===== src/rtl/fifo_sync_flags.sv =====
`default_nettype none
// ============================================================================
// Module  : fifo_sync_flags
// Brief   : Single-clock FIFO with count, almost flags, error pulses, FWFT mode.
// Revision: 1.0
// ============================================================================
module fifo_sync_flags #(
    parameter int DATA_WIDTH = 8,
    parameter int MEM_DEPTH  = 16,
    parameter int AF_LEVEL   = 12,
    parameter int AE_LEVEL   = 4,
    parameter int FWFT       = 0,
    localparam int CNT_W     = $clog2(MEM_DEPTH + 1)
) (
    input  logic                  clk,
    input  logic                  rst,
    input  logic                  wr_en,
    input  logic [DATA_WIDTH-1:0] din,
    input  logic                  rd_en,
    output logic [DATA_WIDTH-1:0] dout,
    output logic                  full,
    output logic                  empty,
    output logic                  almost_full,
    output logic                  almost_empty,
    output logic [CNT_W-1:0]      count,
    output logic                  overflow,
    output logic                  underflow
);

    localparam int PTR_W = (MEM_DEPTH > 2) ? $clog2(MEM_DEPTH) : 1;
    localparam logic [CNT_W-1:0] c_DEPTH = CNT_W'(MEM_DEPTH);
    localparam logic [CNT_W-1:0] c_AF    = CNT_W'(AF_LEVEL);
    localparam logic [CNT_W-1:0] c_AE    = CNT_W'(AE_LEVEL);
    localparam logic [PTR_W-1:0] c_LAST  = PTR_W'(MEM_DEPTH - 1);

    generate
        if (MEM_DEPTH < 2 || AE_LEVEL < 0 || AE_LEVEL >= AF_LEVEL ||
            AF_LEVEL > MEM_DEPTH || (FWFT != 0 && FWFT != 1)) begin : g_bad_params
            $error("fifo_sync_flags: illegal parameter combination");
        end
    endgenerate

    logic [DATA_WIDTH-1:0] r_mem [MEM_DEPTH];
    logic [PTR_W-1:0]      r_wr_ptr;
    logic [PTR_W-1:0]      r_rd_ptr;
    logic [CNT_W-1:0]      r_count;
    logic                  r_overflow;
    logic                  r_underflow;

    logic w_full;
    logic w_empty;
    logic w_rd_acc;
    logic w_wr_acc;

    // Flags come only from the registered count, never from the requests.
    assign w_full   = (r_count == c_DEPTH);
    assign w_empty  = (r_count == '0);
    // A read frees a slot in the same cycle, so a full FIFO still takes a write.
    assign w_rd_acc = rd_en && !w_empty;
    assign w_wr_acc = wr_en && (!w_full || w_rd_acc);

    always_ff @(posedge clk) begin
        if (rst) begin
            r_wr_ptr    <= '0;
            r_rd_ptr    <= '0;
            r_count     <= '0;
            r_overflow  <= 1'b0;
            r_underflow <= 1'b0;
        end else begin
            if (w_wr_acc) begin
                r_wr_ptr <= (r_wr_ptr == c_LAST) ? '0 : r_wr_ptr + 1'b1;
            end
            if (w_rd_acc) begin
                r_rd_ptr <= (r_rd_ptr == c_LAST) ? '0 : r_rd_ptr + 1'b1;
            end
            case ({w_wr_acc, w_rd_acc})
                2'b10:   r_count <= r_count + 1'b1;
                2'b01:   r_count <= r_count - 1'b1;
                default: r_count <= r_count;
            endcase
            r_overflow  <= wr_en && !w_wr_acc;
            r_underflow <= rd_en && !w_rd_acc;
        end
    end

    always_ff @(posedge clk) begin
        if (!rst && w_wr_acc) begin
            r_mem[r_wr_ptr] <= din;
        end
    end

    generate
        if (FWFT != 0) begin : g_fwft
            assign dout = w_empty ? '0 : r_mem[r_rd_ptr];
        end else begin : g_reg_read
            logic [DATA_WIDTH-1:0] r_dout;
            always_ff @(posedge clk) begin
                if (rst) begin
                    r_dout <= '0;
                end else if (w_rd_acc) begin
                    r_dout <= r_mem[r_rd_ptr];
                end
            end
            assign dout = r_dout;
        end
    endgenerate

    assign full         = w_full;
    assign empty        = w_empty;
    assign almost_full  = (r_count >= c_AF);
    assign almost_empty = (r_count <= c_AE);
    assign count        = r_count;
    assign overflow     = r_overflow;
    assign underflow    = r_underflow;

endmodule
`default_nettype wire

===== config.mk =====
export PLATFORM = sky130hd
export DESIGN_NAME = fifo_sync_flags
export DESIGN_NICKNAME = d
export VERILOG_FILES = /design/src/rtl/fifo_sync_flags.sv
export SDC_FILE = /design/constraint.sdc
export NUM_CORES = 1
export LEC_CHECK = 0
export ABC_AREA = 1
export CAP_MARGIN = 0
export CELL_PAD_IN_SITES_DETAIL_PLACEMENT = 1
export CELL_PAD_IN_SITES_GLOBAL_PLACEMENT = 1
export CORE_MARGIN = 2
export CORE_UTILIZATION = 39
export CTS_BUF_LIST = sky130_fd_sc_hd__clkbuf_16
export CTS_CLUSTER_DIAMETER = 50
export DETAILED_ROUTE_END_ITERATION = 16
export PLACE_DENSITY_LB_ADDON = 0.1
export SLEW_MARGIN = 0
export SYNTH_ARGS = -nofsm -noshare
export SYNTH_HDL_FRONTEND = slang
export SYNTH_SLANG_ARGS = --single-unit

===== constraint.sdc =====
create_clock -name clk -period 2.3 [get_ports clk]
set_input_delay 0.345 -clock clk [delete_from_list [all_inputs] [get_ports clk]]
set_output_delay 0.345 -clock clk [all_outputs]
set_load 0.1 [all_outputs]

==> flow_summary.toml <==
[pwr]
p_sw_frac = 0.363
seqPwrFrac = 0.382
pwr-share-comb = 0.302
power_switching_uw = 3090
power_density_nw_per_um2 = 1130
p_clk_frac = 0.316
peakVddDrop_mv = 0.615
p_int_uw = 5420
cellLeakagePower_uw = 0.00279

[routing]
antenna_left = 0
dr.first_iter.drc_count = 349
wl_um = 16000
num_vias = 4299
wl_per_cell_um = 18.8
drc = 0
vias_per_cell = 5.05
first_pass_iters = 4

[worst_setup_path]
slowest_stage = "fa_1"
critPathMaxStageDelay_ns = 0.41
cp-end-kind = "flop"
path_class = "reg -> reg"
worstPathMaxFanout = 6
path_cells = "nor2_2 > nand3_2 > nand2_4 > inv_2 > nand2_4 > inv_1 > fa_1 > nand2_1 > nand2_1 > a21oi_2 > nand2_1 > nand2_1 > nand3_1 > nand2_1 > nor2_1"
crit_top_cell = "nand2_1"
worstPathRequired_ns = 2.60
crit_arrival_ns = 2.44
startpoint_type = "flop"

[final_layout]
fin_nets = 644
antenna_cells = 0
drive_gt1_frac = 0.145
syn_to_final_growth_pct = 19.1
final_area_um2 = 7510
fin_util = 0.474
num-fill-cells = 1701

[clocking]
cts_max_level = 4
cts_buffers = 17
clock_path_buffers = 2
clock-sinks = 151
cts_tree = "built"
path_clk_slew_ns = 0.06
cts_hold_buf = 0
clk_latency_ns = 0.42
cts_root_buf = "clkbuf_16"

[logic_synthesis]
synth_cell_types = 26
syn_avg_cell_area_um2 = 11.0
ys_warn_count = 0
netlist_area_um2 = 6300
synth_seq_cells = 151
synth_top_area_share = 0.610
synth_area_leaders = "edfxtp_1, dfxtp_1, nor2_1, nand2_1, nand3_1"
yosysSeqAreaShare = 0.683
syn-instance-count = 572
yosys.area.top_type = "edfxtp_1"
syn-num-nets = 593

[job]
cap_violations = 0

[placement]
post_dp_cell_area_um2 = 6930
gp_congestion = 0.822
port_buffers = 30
place_hpwl_um = 10500

[sta]
slew_viol_final = 0
skew_ns = 0.00800
report.final.hold_viol_count = 0
tightest_slew_ns = 0.704
setup-tns-final_ns = 0
setup_viol = 0
finalCriticalPeriod_ns = 2.13
slew_headroom = 0.529
rsz0062_at_grt = "false"
clock.fmax_ghz = 0.469
finalCritPeriodShare = 0.928

[worst_hold_path]
min-delay-path-class = "reg -> reg"

[die]
die_h_um = 131
start_util = 0.398
core_area_um2 = 15800
dieArea_um2 = 17200
fp.dieW_um = 131
num_rows = 46
ios = 31

[grt]
gr-total-overflow = 0
antenna_found_initial = 0
grt_pass1_wl_um = 25300
grt_pass1_vias = 4529
grt_use_total = 0.195
grt_max_degree = 68

[status]
outcome = "finished clean"
cell families (layout without fill, tap and decap cells):
family	after synthesis	after routing	share of synthesized area
AOI/OAI and AO/OA	91	91	0.0727
DFF	151	151	0.683
xor gates and xnor gates	5	5	0.00695
buffers and inverters	49	113	0.0391
and+or+nand+nor	267	267	0.179
adders and majority gates	9	9	0.0191
power by group through the flow:
stage	combinational [uW]	clock (uW)	sequential (uW)
6_report	2570	2690	3250
5_1_grt	2800	2850	3270
4_1_cts	2610	2760	3250
3_5_place_dp	2600	0	3310
3_3_place_gp	2540	0	3310
2_1_floorplan	1400	0	3840
path summary, 6_finish.rpt:
| check | startpoint | end | slack (ns) | depth (start not counted) |
|---|---|---|---|---|
| setup reg to reg | count[2]$_SDFFE_PP0P_ | count[4]$_SDFFE_PP0P_ | 0.17 | 15 |
| setup / recovery | count[2]$_SDFFE_PP0P_ | count[4]$_SDFFE_PP0P_ | 0.17 | 15 |
| hold / removal | r_wr_ptr[0]$_SDFFE_PP0P_ | r_wr_ptr[0]$_SDFFE_PP0P_ | 0.54 | 2 |
| hold reg to reg | r_wr_ptr[0]$_SDFFE_PP0P_ | r_wr_ptr[0]$_SDFFE_PP0P_ | 0.54 | 2 |
state kept, by name, summed over array words and instances, names as in the netlist:
| name | flops |
|---|---|
| r_mem | 128 |
| count | 5 |
| dout | 8 |
| overflow | 1 |
| underflow | 1 |
| r_rd_ptr | 4 |
| r_wr_ptr | 4 |
critical path, delay by kind of cell, from the launching register on:
family                     cells  cell delay [ns]
DFF                            1             0.37
adders and majority gates      1             0.41
AOI/OAI and AO/OA              1             0.15
buffers and inverters          2             0.14
and+or+nand+nor               11             0.94
layer usage:
metal  routed length [um]  vias to the layer above  track usage
met5                    0                        -            0
met3                  850                        9       0.0332
met4                  171                        0       0.0652
met1                 7340                     2132        0.270
met2                 7640                       76        0.313
li1                     -                     2082            -
layout make-up:
| type | count | area, um2 | area share |
|---|---|---|---|
| sequential | 151 | 4320 | 0.576 |
| multi-input combinational | 372 | 1770 | 0.235 |
| timing repair buffer | 60 | 490 | 0.0653 |
| clock buffer | 17 | 425 | 0.0567 |
| tap | 216 | 270 | 0.0360 |
| clock inverter | 15 | 145 | 0.0193 |
| inverter | 21 | 83.8 | 0.0112 |
Yosys cell counts:
cell type  count
inv_1         15
a21oi_1       26
nand3_1       59
dfxtp_1       23
nor3_1         2
clkinv_1       2
buf_6          3
nor2_2         1
buf_2         13
inv_2          3
nand3b_1       1
ha_1           8
clkinv_4       1
o21ai_0       50
edfxtp_1     128
o21ai_1       14
nor2_1       102
fa_1           1
nand2_1       96
a211oi_1       1
nor2_4         2
nand3_2        1
buf_4          5
clkbuf_1       7
xor2_1         5
nand2_4        3
stage by stage:
step | hold WS (ns) | std cells | worst slack (ns) | power (uW)
5_1_grt | 0.570 | 852 | 0.0142 | 8910
3_5_place_dp | 0.536 | 820 | -0.0334 | 5910
3_3_place_gp | 0.509 | 820 | 0.0906 | 5850
2_1_floorplan | 0.444 | 572 | 0.0680 | 5240
4_1_cts | 0.546 | 852 | 0.135 | 8620
6_report | 0.538 | 852 | 0.166 | 8510
cells in the final DEF (no fill, tap or decap), types with 11 or more instances in the layout:
master and count:
buf_4 48, a21oi_1 25, edfxtp_1 128, dfxtp_1 17
o21ai_1 14, clkbuf_16 17, nor2_1 102, clkdlybuf4s50_1 11
inv_1 17, nand3_1 59, nand2_1 96, o21ai_0 50
timing repair:
item                                    CTS  global route
resized for setup                         0             1
endpoints found under the setup margin    0             1
setup buffers                             0             0
Note: power is estimated with default switching activity, not from simulation.
